--- src/rtl/fb_ctrl_pkg.sv ---
// Shared types and constants for the framebuffer sequencer.
// Four pixels are packed per 32-bit SRAM word.
package fb_ctrl_pkg;

  typedef enum logic [1:0] {
    FB_IDLE = 2'd0,
    FB_LOAD = 2'd1,
    FB_FULL = 2'd2,
    FB_DUMP = 2'd3
  } fb_state_e;

  localparam int BYTES_PER_WORD = 4;
  localparam int BYTE_SEL_W     = 2;

endpackage

--- src/rtl/fb_byte_packer.sv ---
// Packs a pixel stream into words, little-endian by arrival order.
// done_o fires combinationally on the 4th push with the complete word.
module fb_byte_packer
  import fb_ctrl_pkg::*;
#(
  parameter int PIX_W = 8
) (
  input  logic                        clk,
  input  logic                        rst_n,
  input  logic                        clr_i,
  input  logic                        push_i,
  input  logic [PIX_W-1:0]            pix_i,
  output logic                        done_o,
  output logic [BYTES_PER_WORD*PIX_W-1:0] word_o
);

  localparam int HOLD_W = (BYTES_PER_WORD-1)*PIX_W;

  logic [BYTE_SEL_W-1:0] cnt_q;
  logic [HOLD_W-1:0]     hold_q;

  // Oldest pixel drifts to the low byte as newer ones shift in on top.
  always_ff @(posedge clk or negedge rst_n) begin
    if (!rst_n) begin
      cnt_q  <= '0;
      hold_q <= '0;
    end else if (clr_i) begin
      cnt_q  <= '0;
      hold_q <= '0;
    end else if (push_i) begin
      cnt_q  <= cnt_q + 1'b1;
      hold_q <= {pix_i, hold_q[HOLD_W-1:PIX_W]};
    end
  end

  assign done_o = push_i && !clr_i &&
    (cnt_q == BYTE_SEL_W'(BYTES_PER_WORD-1));
  assign word_o = {pix_i, hold_q};

endmodule

--- src/rtl/fb_seq_ctrl.sv ---
// Framebuffer sequencer: packs pixels into SRAM words (LOAD)
// and streams them back out with valid/ready flow control (DUMP).
module fb_seq_ctrl
  import fb_ctrl_pkg::*;
#(
  parameter int ADDR_W = 14,
  parameter int PIX_W  = 8,
  localparam int DATA_W = BYTES_PER_WORD*PIX_W
) (
  input  logic              clk,
  input  logic              rst_n,
  input  logic              load_start,
  input  logic              dump_start,
  input  logic              abort,
  input  logic              s_valid,
  input  logic [PIX_W-1:0]  s_data,
  output logic              s_ready,
  output logic              m_valid,
  output logic [PIX_W-1:0]  m_data,
  input  logic              m_ready,
  output logic              sram_wr_en,
  output logic [ADDR_W-1:0] sram_wr_addr,
  output logic [DATA_W-1:0] sram_wr_data,
  output logic              sram_rd_en,
  output logic [ADDR_W-1:0] sram_rd_addr,
  input  logic [DATA_W-1:0] sram_rd_data,
  output logic [1:0]        state,
  output logic              load_done,
  output logic              dump_done
);

  fb_state_e             state_q;
  logic                  s_ready_q, m_valid_q;
  logic                  wr_en_q, rd_en_q;
  logic                  load_done_q, dump_done_q;
  logic [ADDR_W-1:0]     wr_word_q, wr_addr_q, rd_addr_q;
  logic [DATA_W-1:0]     wr_data_q, pk_word;
  logic [BYTE_SEL_W-1:0] sel_q;

  logic idle_or_full, start_load, start_dump;
  logic push, pk_done, pk_clr;
  logic m_hs, last_byte, last_word, refetch;

  assign idle_or_full = (state_q == FB_IDLE) ||
                        (state_q == FB_FULL);
  assign start_load = load_start && idle_or_full && !abort;
  assign start_dump = dump_start && !load_start && !abort &&
                      (state_q == FB_FULL);

  assign push = s_valid && s_ready_q && !abort &&
                (state_q == FB_LOAD);
  assign pk_clr = abort || start_load;

  fb_byte_packer #(.PIX_W(PIX_W)) u_packer (
    .clk    (clk),
    .rst_n  (rst_n),
    .clr_i  (pk_clr),
    .push_i (push),
    .pix_i  (s_data),
    .done_o (pk_done),
    .word_o (pk_word)
  );

  assign m_hs = m_valid_q && m_ready && !abort &&
                (state_q == FB_DUMP);
  assign last_byte = sel_q == BYTE_SEL_W'(BYTES_PER_WORD-1);
  assign last_word = rd_addr_q == '1;
  // Fetch the next word in the same cycle byte 3 leaves: no bubble.
  assign refetch = m_hs && last_byte && !last_word;

  always_ff @(posedge clk or negedge rst_n) begin
    if (!rst_n) begin
      state_q     <= FB_IDLE;
      s_ready_q   <= 1'b0;
      m_valid_q   <= 1'b0;
      wr_en_q     <= 1'b0;
      rd_en_q     <= 1'b0;
      load_done_q <= 1'b0;
      dump_done_q <= 1'b0;
      wr_word_q   <= '0;
      wr_addr_q   <= '0;
      wr_data_q   <= '0;
      rd_addr_q   <= '0;
      sel_q       <= '0;
    end else begin
      wr_en_q     <= 1'b0;
      rd_en_q     <= 1'b0;
      load_done_q <= 1'b0;
      dump_done_q <= 1'b0;
      if (abort) begin
        state_q   <= FB_IDLE;
        s_ready_q <= 1'b0;
        m_valid_q <= 1'b0;
      end else if (start_load) begin
        state_q   <= FB_LOAD;
        s_ready_q <= 1'b1;
        wr_word_q <= '0;
      end else if (start_dump) begin
        state_q   <= FB_DUMP;
        rd_en_q   <= 1'b1;
        rd_addr_q <= '0;
        sel_q     <= '0;
      end else begin
        unique case (state_q)
          FB_LOAD: begin
            if (pk_done) begin
              wr_en_q   <= 1'b1;
              wr_addr_q <= wr_word_q;
              wr_data_q <= pk_word;
              wr_word_q <= wr_word_q + 1'b1;
              if (wr_word_q == '1) begin
                state_q     <= FB_FULL;
                load_done_q <= 1'b1;
                s_ready_q   <= 1'b0;
              end
            end
          end
          FB_DUMP: begin
            if (rd_en_q) m_valid_q <= 1'b1;
            if (m_hs) begin
              sel_q <= sel_q + 1'b1;
              if (refetch) begin
                rd_addr_q <= rd_addr_q + 1'b1;
              end else if (last_byte) begin
                m_valid_q   <= 1'b0;
                dump_done_q <= 1'b1;
                state_q     <= FB_FULL;
              end
            end
          end
          FB_IDLE, FB_FULL: ;
        endcase
      end
    end
  end

  assign s_ready      = s_ready_q;
  assign m_valid      = m_valid_q;
  assign m_data       = m_valid_q ?
    sram_rd_data[PIX_W*sel_q +: PIX_W] : '0;
  assign sram_wr_en   = wr_en_q;
  assign sram_wr_addr = wr_addr_q;
  assign sram_wr_data = wr_data_q;
  assign sram_rd_en   = rd_en_q || refetch;
  assign sram_rd_addr = refetch ? rd_addr_q + 1'b1 : rd_addr_q;
  assign state        = state_q;
  assign load_done    = load_done_q;
  assign dump_done    = dump_done_q;

endmodule
--- config.mk ---
export PLATFORM = sky130hd
export DESIGN_NAME = fb_seq_ctrl
export DESIGN_NICKNAME = d
export VERILOG_FILES = /design/src/rtl/fb_ctrl_pkg.sv /design/src/rtl/fb_byte_packer.sv /design/src/rtl/fb_seq_ctrl.sv
export SDC_FILE = /design/constraint.sdc
export NUM_CORES = 1
export LEC_CHECK = 0
export ABC_AREA = 1
export CAP_MARGIN = 5
export CORE_MARGIN = 10
export CORE_UTILIZATION = 32
export CTS_CLUSTER_SIZE = 30
export DETAILED_ROUTE_END_ITERATION = 12
export DONT_BUFFER_PORTS = 1
export GPL_ROUTABILITY_DRIVEN = 0
export GPL_TIMING_DRIVEN = 0
export SLEW_MARGIN = 20
export SYNTH_ARGS = -nofsm -noshare
export SYNTH_HDL_FRONTEND = slang
export SYNTH_SLANG_ARGS = --single-unit
--- constraint.sdc ---
create_clock -name clk -period 2.4 [get_ports clk]
set_clock_uncertainty 0.1 [all_clocks]
set_input_delay 0.24 -clock clk [delete_from_list [all_inputs] [get_ports clk]]
set_output_delay 0.24 -clock clk [all_outputs]
set_load 0.02 [all_outputs]
==> flow_summary.json, run 1 <==
{
  "clkLatencyLatePin_ns": 0.37,
  "io_buffer_count": 0,
  "placed_cells": 849,
  "cp_max_fo": 10,
  "wl_per_cell_um": 16.12,
  "grt_usage": 0.1306,
  "tightestPinTransition_ns": 0.4844,
  "final_core_util": 0.3730,
  "worst_slack_ns": 0.08147,
  "wirelength_mm": 14.12,
  "synth_nets": 684,
  "rsz0062_at_grt": "yes",
  "drive_above_1_share": 0.1333,
  "p_leak_nw": 2.756,
  "syn_inst": 633,
  "yosys.area_share.adder": 0.009664,
  "seq_area_frac_synth": 0.5315,
  "crit_arrival_ns": 1.98,
  "total_power_mw": 4.384,
  "die_y_um": 147.2,
  "drtPass1Iterations": 4,
  "worstSetupPathType": "register to output pin",
  "yosys_warnings": 0,
  "hold_path_class": "primary input to async pin",
  "drv_cap": 0,
  "antenna_left": 0,
  "grt_pass1_vias": 4157,
  "cts_inserted_buffers": 9,
  "synth.mux.area_fraction": 0,
  "antenna_found_initial": 0,
  "slew_violations": 0,
  "nNetsFinal": 706,
  "critPathRequiredTime_ns": 2.06,
  "core_um2": 15890,
  "hold_violations": 110,
  "num_rows": 46,
  "dieArea_um2": 21670,
  "final.period_utilization": 0.9661,
  "whs_ns": -0.5354,
  "drt-initial-drc-count": 288,
  "ioPinCount": 123,
  "period_needed_ns": 2.319,
  "grt_pass1_wl_mm": 22.71,
  "fmax_mhz": 431.3,
  "synth-compound-area-share": 0.1297,
  "die_x_um": 147.2,
  "area.growth.synth_to_final_pct": 14.42,
  "finalSetupViolations": 0,
  "grt.overflow.total": 0,
  "place_hpwl_mm": 10.32,
  "clock_sinks": 110,
  "stdcell_count": 876,
  "htreeDepth": 3,
  "clk_pin_slew_ns": 0.08,
  "startpoint": "rd_addr_q[1]",
  "relSlewSlack": 0.6771,
  "ys_types": 30,
  "start_util": 0.3260,
  "synth_seq_cells": 110,
  "synth-simple-area-share": 0.2257,
  "vdd_drop_max_mv": 0.3524,
  "final_cell_area_um2": 5926,
  "outcome": "complete, but fails checks",
  "grt_max_degree": 111,
  "syn_area_per_cell_um2": 8.181,
  "holdBufCountCts": 9,
  "pre_cts_ws_ns": 0.1359,
  "clk_path_buf_depth": 2,
  "drc": 0,
  "startpoint_type": "register",
  "vias": 4151,
  "viasPerCell": 4.739,
  "synth_xor_area_frac": 0.01353,
  "cts_tree": "done",
  "antenna_cells": 0,
  "worstReg2RegStart": "wr_word_q[0]",
  "finalSetupTns_ns": 0,
  "violations": "hold timing",
  "syn_area_um2": 5179,
  "cts_root_buffer": "clkbuf_16",
  "synth_top_family_by_area": "simple AND/OR/NAND/NOR gates",
  "p_per_area_nw_per_um2": 739.9,
  "cp-end-kind": "output pin",
  "placed_area_um2": 5449
}
==> per-layer routing <==
layer	vias up	GRT usage	wire [um]
met1	1951	0.1617	6107
met3	17	0.04177	1072
li1	2072	-	-
met2	111	0.2081	6714
met5	-	0	0
met4	0	0.04906	229
==> final timing paths <==
path / depth (start not counted) / slack [ns] / endpoint
worst min-delay path: 0 / -0.54 / sram_wr_data[9]
max in group asynchronous: 0 / 2.54 / state[0]
worst max-delay path: 9 / 0.08 / sram_rd_addr[9]
min in group clk: 3 / 0.03 / state[1]
worst min register to register: 1 / 0.38 / u_packer.cnt_q[0]
worst max register to register: 8 / 0.43 / s_ready
==> timing repair <==
action                                 4_1_cts  5_1_grt
endpoints found under the hold margin      131      110
buffers inserted                             2        0
gates resized for setup                     27       22
setup endpoints to repair                   23       19
pin swaps                                    1        1
==> state kept, by name, summed over array words and instances, names as in the netlist, 2 cells and up <==
signal	cells
sram_wr_data	32
u_packer.hold_q	24
rd_addr_q	14
sram_wr_addr	14
wr_word_q	14
sel_q	2
state	2
u_packer.cnt_q	2
==> placed cells by master, fill, tap and decap left out, types with 6 or more instances in the layout <==
cell             n
o21ai_1         15
a21oi_2          8
nand2_1        131
nand2_2          7
clkbuf_16        9
dfrtp_1        107
nand4_1          7
inv_1           71
a21oi_1         11
o22ai_1         24
buf_2            9
nor3_1           7
nand3_1         27
o21ai_0         61
nor2_1          81
clkbuf_1         6
inv_2           15
dlygate4sd3_1    9
xor2_1           6
==> critical path: stages (launching register included) <==
cell	delay [ns]
dfrtp_1	0.37
ha_2	0.22
nand2_1	0.10
nor2_2	0.11
nand2_1	0.11
nor2_2	0.18
nor2_4	0.07
buf_6	0.15
o21ai_1	0.21
inv_2	0.11
==> cells by family (layout without fill, tap and decap cells) <==
| logic type | Yosys count | count (layout) |
|---|---|---|
| xor+xnor | 8 | 8 |
| fa+ha+maj | 4 | 4 |
| buf+inv | 111 | 138 |
| simple gates | 273 | 273 |
| flops | 110 | 110 |
| compound gates | 127 | 127 |
==> cell type report <==
type                    instances  area [um^2]
repair buffers                 11        105.1
clock buffers                  10        239.0
well taps                     216        270.3
plain buffers                  24        143.9
inverters                      87        327.8
fillers                      1688         9960
clock inverters                 6        55.05
multi-input cells             412         2028
flip-flops and latches        110         2756
==> Yosys cell counts <==
cell type  number  area [um^2]
nor2_4          2        22.52
xor2_1          6        52.55
a31oi_1         3        18.77
o22ai_1        24        150.1
nor3_1          7        35.03
or2_2           1        6.260
inv_2           3        11.26
nor2_2          1        6.260
a21oi_1        19        95.09
nor2_1         85        319.1
clkbuf_1       10        37.54
clkinv_1        1        3.750
dfrtp_1       110         2753
inv_1          83        311.6
nand3_2         1        10.01
ha_1            4        50.05
and2_1          1        6.260
nor2_8          1        20.02
nand3_4         1        17.52
nand4_1         7        43.79
nand2_4         1        11.26
buf_2           9        45.04
nand3_1        27        135.1
o21bai_1        1        7.510
nand2_1       131        491.7
o21ai_0        69        345.3
buf_6           5        56.30
o21ai_1        11        55.05
nand2_2         7        43.79
xnor2_1         2        17.52
==> power breakdown <==
group          switching, mW  internal, mW  leakage, nW
logic                  0.556         0.249         1.09
registers              0.130          1.94         1.52
clock network          0.760         0.753        0.143
Note: power is estimated with default switching activity, not from simulation.
==> inputs of run 2 (changes only) <==
- CELL_PAD_IN_SITES_DETAIL_PLACEMENT: not set -> 2
- CELL_PAD_IN_SITES_GLOBAL_PLACEMENT: not set -> 2
- PLACE_DENSITY_LB_ADDON: not set -> 0.1
==> run 2 against run 1 <==
Count of clock-buffer cells in the layout fell by 1. Via count is 5.3% higher. Die area did not move. Highest routed layer unchanged. The run still ends with hold timing left. Wire length up 20%. Utilization is 0.58 points higher. Final area rose by 1.6%.
==> flow_summary.json, run 2 (same netlist as run 1, synthesis figures left out) <==
{
  "worstSetupPathType": "register to output pin",
  "p_leak_nw": 2.782,
  "relSlewSlack": 0.6012,
  "grt_usage": 0.1591,
  "fill_cells": 1867,
  "critPathRequiredTime_ns": 2.06,
  "antenna_left": 0,
  "place_hpwl_mm": 12.59,
  "period_needed_ns": 2.276,
  "final.period_utilization": 0.9484,
  "path_buf_inv": 2,
  "ioPinCount": 123,
  "violations": "hold timing",
  "clkLatencyLatePin_ns": 0.36,
  "htreeDepth": 3,
  "start_util": 0.3260,
  "area.growth.synth_to_final_pct": 16.21,
  "dieArea_um2": 21670,
  "whs_ns": -0.5285,
  "worstPathCellList": "ha_4 -> nand2_1 -> nor2_2 -> nand2_2 -> nor2_4 -> nor2_4 -> buf_6 -> nand3_1 -> nand2_2 -> inv_4",
  "vias": 4370,
  "io_buffer_count": 0,
  "largest_reg_flops": 32,
  "finalSetupViolations": 0,
  "nNetsFinal": 707,
  "startpoint_type": "register",
  "antenna_cells": 0,
  "rsz0062_at_grt": "yes",
  "tightestPinTransition_ns": 0.5982,
  "cts_inserted_buffers": 9,
  "drt-initial-drc-count": 151,
  "drtPass1Iterations": 4,
  "grt_max_degree": 111,
  "die_x_um": 147.2,
  "vdd_drop_max_mv": 0.3465,
  "cts_root_buffer": "clkbuf_16",
  "slew_violations": 0,
  "crit_arrival_ns": 1.94,
  "die_y_um": 147.2,
  "wl_per_cell_um": 19.39,
  "outcome": "complete, but fails checks",
  "final_common_cell": "nand2_1",
  "cp-end-kind": "output pin",
  "cp_top_family": "simple AND/OR/NAND/NOR gates",
  "wirelength_mm": 17.01,
  "drc": 0,
  "core_um2": 15890,
  "hold_path_class": "primary input to async pin",
  "placed_cells": 849,
  "cp_max_fo": 10,
  "fmax_mhz": 439.3,
  "p_per_area_nw_per_um2": 761.6,
  "num_rows": 46,
  "grt_pass1_vias": 4930,
  "r2r_setup_slack_ns": 0.32,
  "slowest_stage": "dfrtp_2",
  "hold_violations": 110,
  "clk_pin_slew_ns": 0.08,
  "final_core_util": 0.3789,
  "antenna_found_initial": 0,
  "viasPerCell": 4.983,
  "stdcell_count": 877,
  "holdBufCountCts": 9,
  "slowest_delay_ns": 0.43,
  "drive_above_1_share": 0.1467,
  "grt_pass1_wl_mm": 27.89,
  "cts_tree": "done",
  "grt.overflow.total": 0,
  "clock_sinks": 110,
  "drv_cap": 0,
  "clk_path_buf_depth": 2,
  "layout_common_cells": "nand2_1 (128), dfrtp_1 (105), nor2_1 (79)"
}
run 2: power breakdown:
group	switching [mW]	internal, mW
Clock	0.743	0.929
Combinational	0.583	0.254
Sequential	0.138	1.94
run 2: metal layers:
| metal | track usage | routed length (um) | up-vias | share of wire |
|---|---|---|---|---|
| li1 | - | - | 2070 | - |
| met1 | 0.1840 | 7239 | 2210 | 0.43 |
| met2 | 0.2798 | 8672 | 76 | 0.51 |
| met3 | 0.05006 | 891 | 14 | 0.052 |
| met4 | 0.03717 | 205 | 0 | 0.012 |
| met5 | 0 | 0 | - | 0 |
run 2: final cells by class:
| cell class | count | area [um^2] | area share |
|---|---|---|---|
| flip-flops and latches | 110 | 2759 | 0.4584 |
| multi-input cells | 412 | 2073 | 0.3445 |
| inverters | 87 | 330.3 | 0.05489 |
| well taps | 216 | 270.3 | 0.04491 |
| clock buffers | 9 | 225.2 | 0.03742 |
| plain buffers | 24 | 143.9 | 0.02391 |
| repair buffers | 12 | 112.6 | 0.01871 |
| clock inverters | 7 | 103.9 | 0.01726 |
run 2: timing repair:
| item | in CTS | in global routing |
|---|---|---|
| resized for setup | 39 | 23 |
| setup buffers | 3 | 0 |
| hold endpoints to repair | 129 | 110 |
| endpoints found under the setup margin | 23 | 22 |
| pin swaps | 0 | 2 |
run 2: metrics by stage:
stage / power [mW] / setup slack [ns] / instance area [um^2] / setup TNS (ns)
floorplan: 2.655 / 0.4948 / 5179 / 0
global placement: 2.835 / 0.02276 / 5449 / 0
detailed placement: 2.893 / 0.02894 / 5449 / 0
CTS: 4.640 / 0.001140 / 5972 / 0
global route: 4.860 / -0.002812 / 6018 / -0.002812
finish: 4.583 / 0.1237 / 6018 / 0
run 2: worst paths after layout:
path / from / endpoint / cells past startpoint
min in group clk: abort / state[1] / 3
hold reg to reg: u_packer.cnt_q[0] / u_packer.cnt_q[0] / 1
setup / recovery: rd_addr_q[0] / sram_rd_addr[6] / 10
max in group asynchronous: rst_n / m_valid / 0
hold / removal: rst_n / sram_wr_data[24] / 0
setup reg to reg: wr_word_q[0] / s_ready / 8
==> inputs of run 3 (changes only) <==
- ABC_AREA: 1 -> not set
==> run 3 against run 2 <==
Worst hold slack got worse by 0.0023 ns. Flip-flop and latch count did not move. Critical endpoint is now sram_rd_addr[8]. Die area rose by 1.1%. The flow finishes with violations (hold timing, setup timing). Largest cell class unchanged. Utilization rose by 3.0 points. Highest routed layer unchanged.
==> flow_summary.json, run 3 <==
{
  "cts_root_buffer": "clkbuf_16",
  "ys_async_sr_fraction": 1.000,
  "grt_max_degree": 111,
  "rsz0062_at_grt": "yes",
  "grt_pass1_wl_mm": 26.09,
  "largest_reg_flops": 32,
  "synth_common_cells": "dfrtp_1 (110), nand2_1 (73), mux2_2 (48)",
  "final.period_utilization": 1.020,
  "dieArea_um2": 21900,
  "core_um2": 15940,
  "yosys_warnings": 0,
  "total_power_mw": 3.768,
  "grt.overflow.total": 0,
  "placed_area_um2": 5513,
  "ys_types": 47,
  "pre_cts_ws_ns": -0.3889,
  "clkLatencyLatePin_ns": 0.36,
  "worstPathCellList": "and3b_2 -> nand2_4 -> clkbuf_16 -> nor4_4 -> xor2_2",
  "holdBufCountCts": 8,
  "p_clk_frac": 0.410,
  "final_common_cell": "dfrtp_1",
  "synth_most_common_cell": "dfrtp_1",
  "p_comb_frac": 0.069,
  "startpoint_type": "register",
  "start_util": 0.3288,
  "antenna_cells": 0,
  "whs_ns": -0.5309,
  "relSlewSlack": 0.5145,
  "grt_pass1_vias": 4477,
  "worstSetupPathType": "register to output pin",
  "drt-initial-drc-count": 190,
  "clk_path_buf_depth": 2,
  "switchingPower_uw": 958.0,
  "die_x_um": 148.0,
  "pwr-share-seq": 0.520,
  "violations": "hold timing, setup timing",
  "wirelength_mm": 16.57,
  "syn_inst": 479,
  "syn_area_per_cell_um2": 10.94,
  "yosys.area.top_type": "dfrtp_1",
  "cts_tree": "done",
  "drv_cap": 0,
  "slowest_stage": "dfrtp_2",
  "drc": 0,
  "wl_per_cell_um": 22.16,
  "antenna_left": 0,
  "worst_slack_ns": -0.04810,
  "slowest_delay_ns": 0.53,
  "num_rows": 46,
  "critPathRequiredTime_ns": 2.06,
  "final_cell_area_um2": 6511,
  "fill_cells": 1667,
  "crit_arrival_ns": 2.11,
  "layout_common_cells": "dfrtp_1 (96), nand2_1 (71), mux2_2 (48)",
  "viasPerCell": 5.333,
  "finalSetupViolations": 4,
  "p_per_area_nw_per_um2": 578.7,
  "drtPass1Iterations": 4,
  "p_leak_nw": 2.901,
  "io_buffer_count": 0,
  "synth_nets": 530,
  "ioPinCount": 123,
  "antenna_found_initial": 0,
  "cp-end-kind": "output pin",
  "netlist_top_cells_area": "dfrtp_1 (53%), mux2_2 (10%), nand2_1 (5.2%), mux4_2 (3.4%), o21ai_0 (3.0%)",
  "seq_area_frac_synth": 0.5251,
  "cp_max_fo": 8,
  "tightestPinTransition_ns": 0.7283,
  "period_needed_ns": 2.448,
  "vdd_drop_max_mv": 0.3126,
  "htreeDepth": 3,
  "synth-main-ff-cell": "dfrtp_1",
  "clk_pin_slew_ns": 0.08,
  "nNetsFinal": 578,
  "hold_path_class": "primary input to async pin",
  "die_y_um": 148.0,
  "hold_violations": 110,
  "vias": 3989,
  "slew_violations": 0,
  "syn_area_um2": 5243,
  "p_int_mw": 2.810,
  "clock_sinks": 110,
  "synth_seq_cells": 110,
  "synth-edff-count": 0,
  "place_hpwl_mm": 11.47,
  "outcome": "complete, but fails checks",
  "synth_top_area_share": 0.5251,
  "fmax_mhz": 408.5,
  "area.growth.synth_to_final_pct": 24.20,
  "grt_usage": 0.1499,
  "drive_above_1_share": 0.3252,
  "cts_inserted_buffers": 9,
  "p_sw_frac": 0.2543
}
==> run 3: cell types whose count changed after synthesis, moves of 12 or more <==
cell	previous run	this run
inv_1	83	4
nor2_1	85	16
nand2_1	131	73
mux2_2	0	48
o21ai_0	69	31
o22ai_1	24	0
clkbuf_1	10	23
a21oi_1	19	7
and2_1	1	13
==> run 3: through the flow <==
| step | hold WS, ns | setup TNS, ns | std cells | utilization |
|---|---|---|---|---|
| after floorplan | -0.1556 | 0 | 479 | - |
| after CTS | -0.5419 | -0.2738 | 740 | 0.4006 |
| final | -0.5309 | -0.1144 | 748 | 0.4084 |
| after global routing | -0.5414 | -0.6532 | 748 | 0.4084 |
| after global placement | -0.1513 | -5.387 | 695 | 0.3458 |
| after detailed placement | -0.1512 | -6.639 | 695 | 0.3458 |
==> run 3: routing by layer <==
layer  vias up  track usage  wire length, um
li1       1801            -                -
met1      2061       0.1781             7052
met2       114       0.2520             8156
met3        13      0.04609             1159
met4         0      0.04906              206
met5         -            0                0
==> run 3: worst paths after layout <==
path | slack (ns) | startpoint | depth (start not counted) | to
max | -0.05 | state[1] | 5 | sram_rd_addr[8]
min | -0.53 | rst_n | 0 | rd_addr_q[8]
max reg2reg | 0.09 | state[1] | 10 | rd_addr_q[10]
min reg2reg | 0.39 | u_packer.cnt_q[0] | 1 | u_packer.cnt_q[0]
max in group asynchronous | 2.40 | rst_n | 0 | rd_addr_q[2]
min in group clk | 0.03 | load_start | 2 | s_ready
==> run 3: critical path: cells and delay by family (launching register included) <==
kind          cells  cell delay [ns]
simple gates      3             0.75
flops             1             0.53
xor+xnor          1             0.31
buf+inv           1             0.18
==> run 3: what timing repair did <==
action                                  in CTS  in global routing
pin swaps                                   15                  9
setup buffers                               25                  8
endpoints found under the setup margin      81                 23
resized for setup                           66                 21
gates cloned                                 0                  1
endpoints found under the hold margin      126                110
==> run 3: area by class of cell <==
cell class,instances,area (um^2),area share
Buffer,25,141.4,0.02171
Clock buffer,10,229.0,0.03517
Clock inverter,6,68.82,0.01057
Inverter,4,15.01,0.002306
Multi-Input combinational cell,335,2674,0.4106
Sequential cell,110,2770,0.4254
Tap cell,216,270.3,0.04151
Timing Repair Buffer,42,342.8,0.05265
==> run 3: cells by family (layout without fill, tap and decap cells) <==
family,Yosys count,after routing,synth area share
simple gates,180,180,0.1716
flops,110,110,0.5251
compound gates,67,67,0.08115
mux,66,66,0.1566
buf+inv,34,87,0.02601
xor+xnor,18,18,0.03007
fa+ha+maj,4,4,0.009547
==> run 3: power by group through the flow <==
stage	Clock (mW)	Sequential (mW)	Combinational [mW]
2_1_floorplan	0	1.97	0.156
3_3_place_gp	0	2.00	0.202
3_5_place_dp	0	2.00	0.208
4_1_cts	1.60	1.97	0.242
5_1_grt	1.68	1.97	0.289
6_report	1.55	1.96	0.260
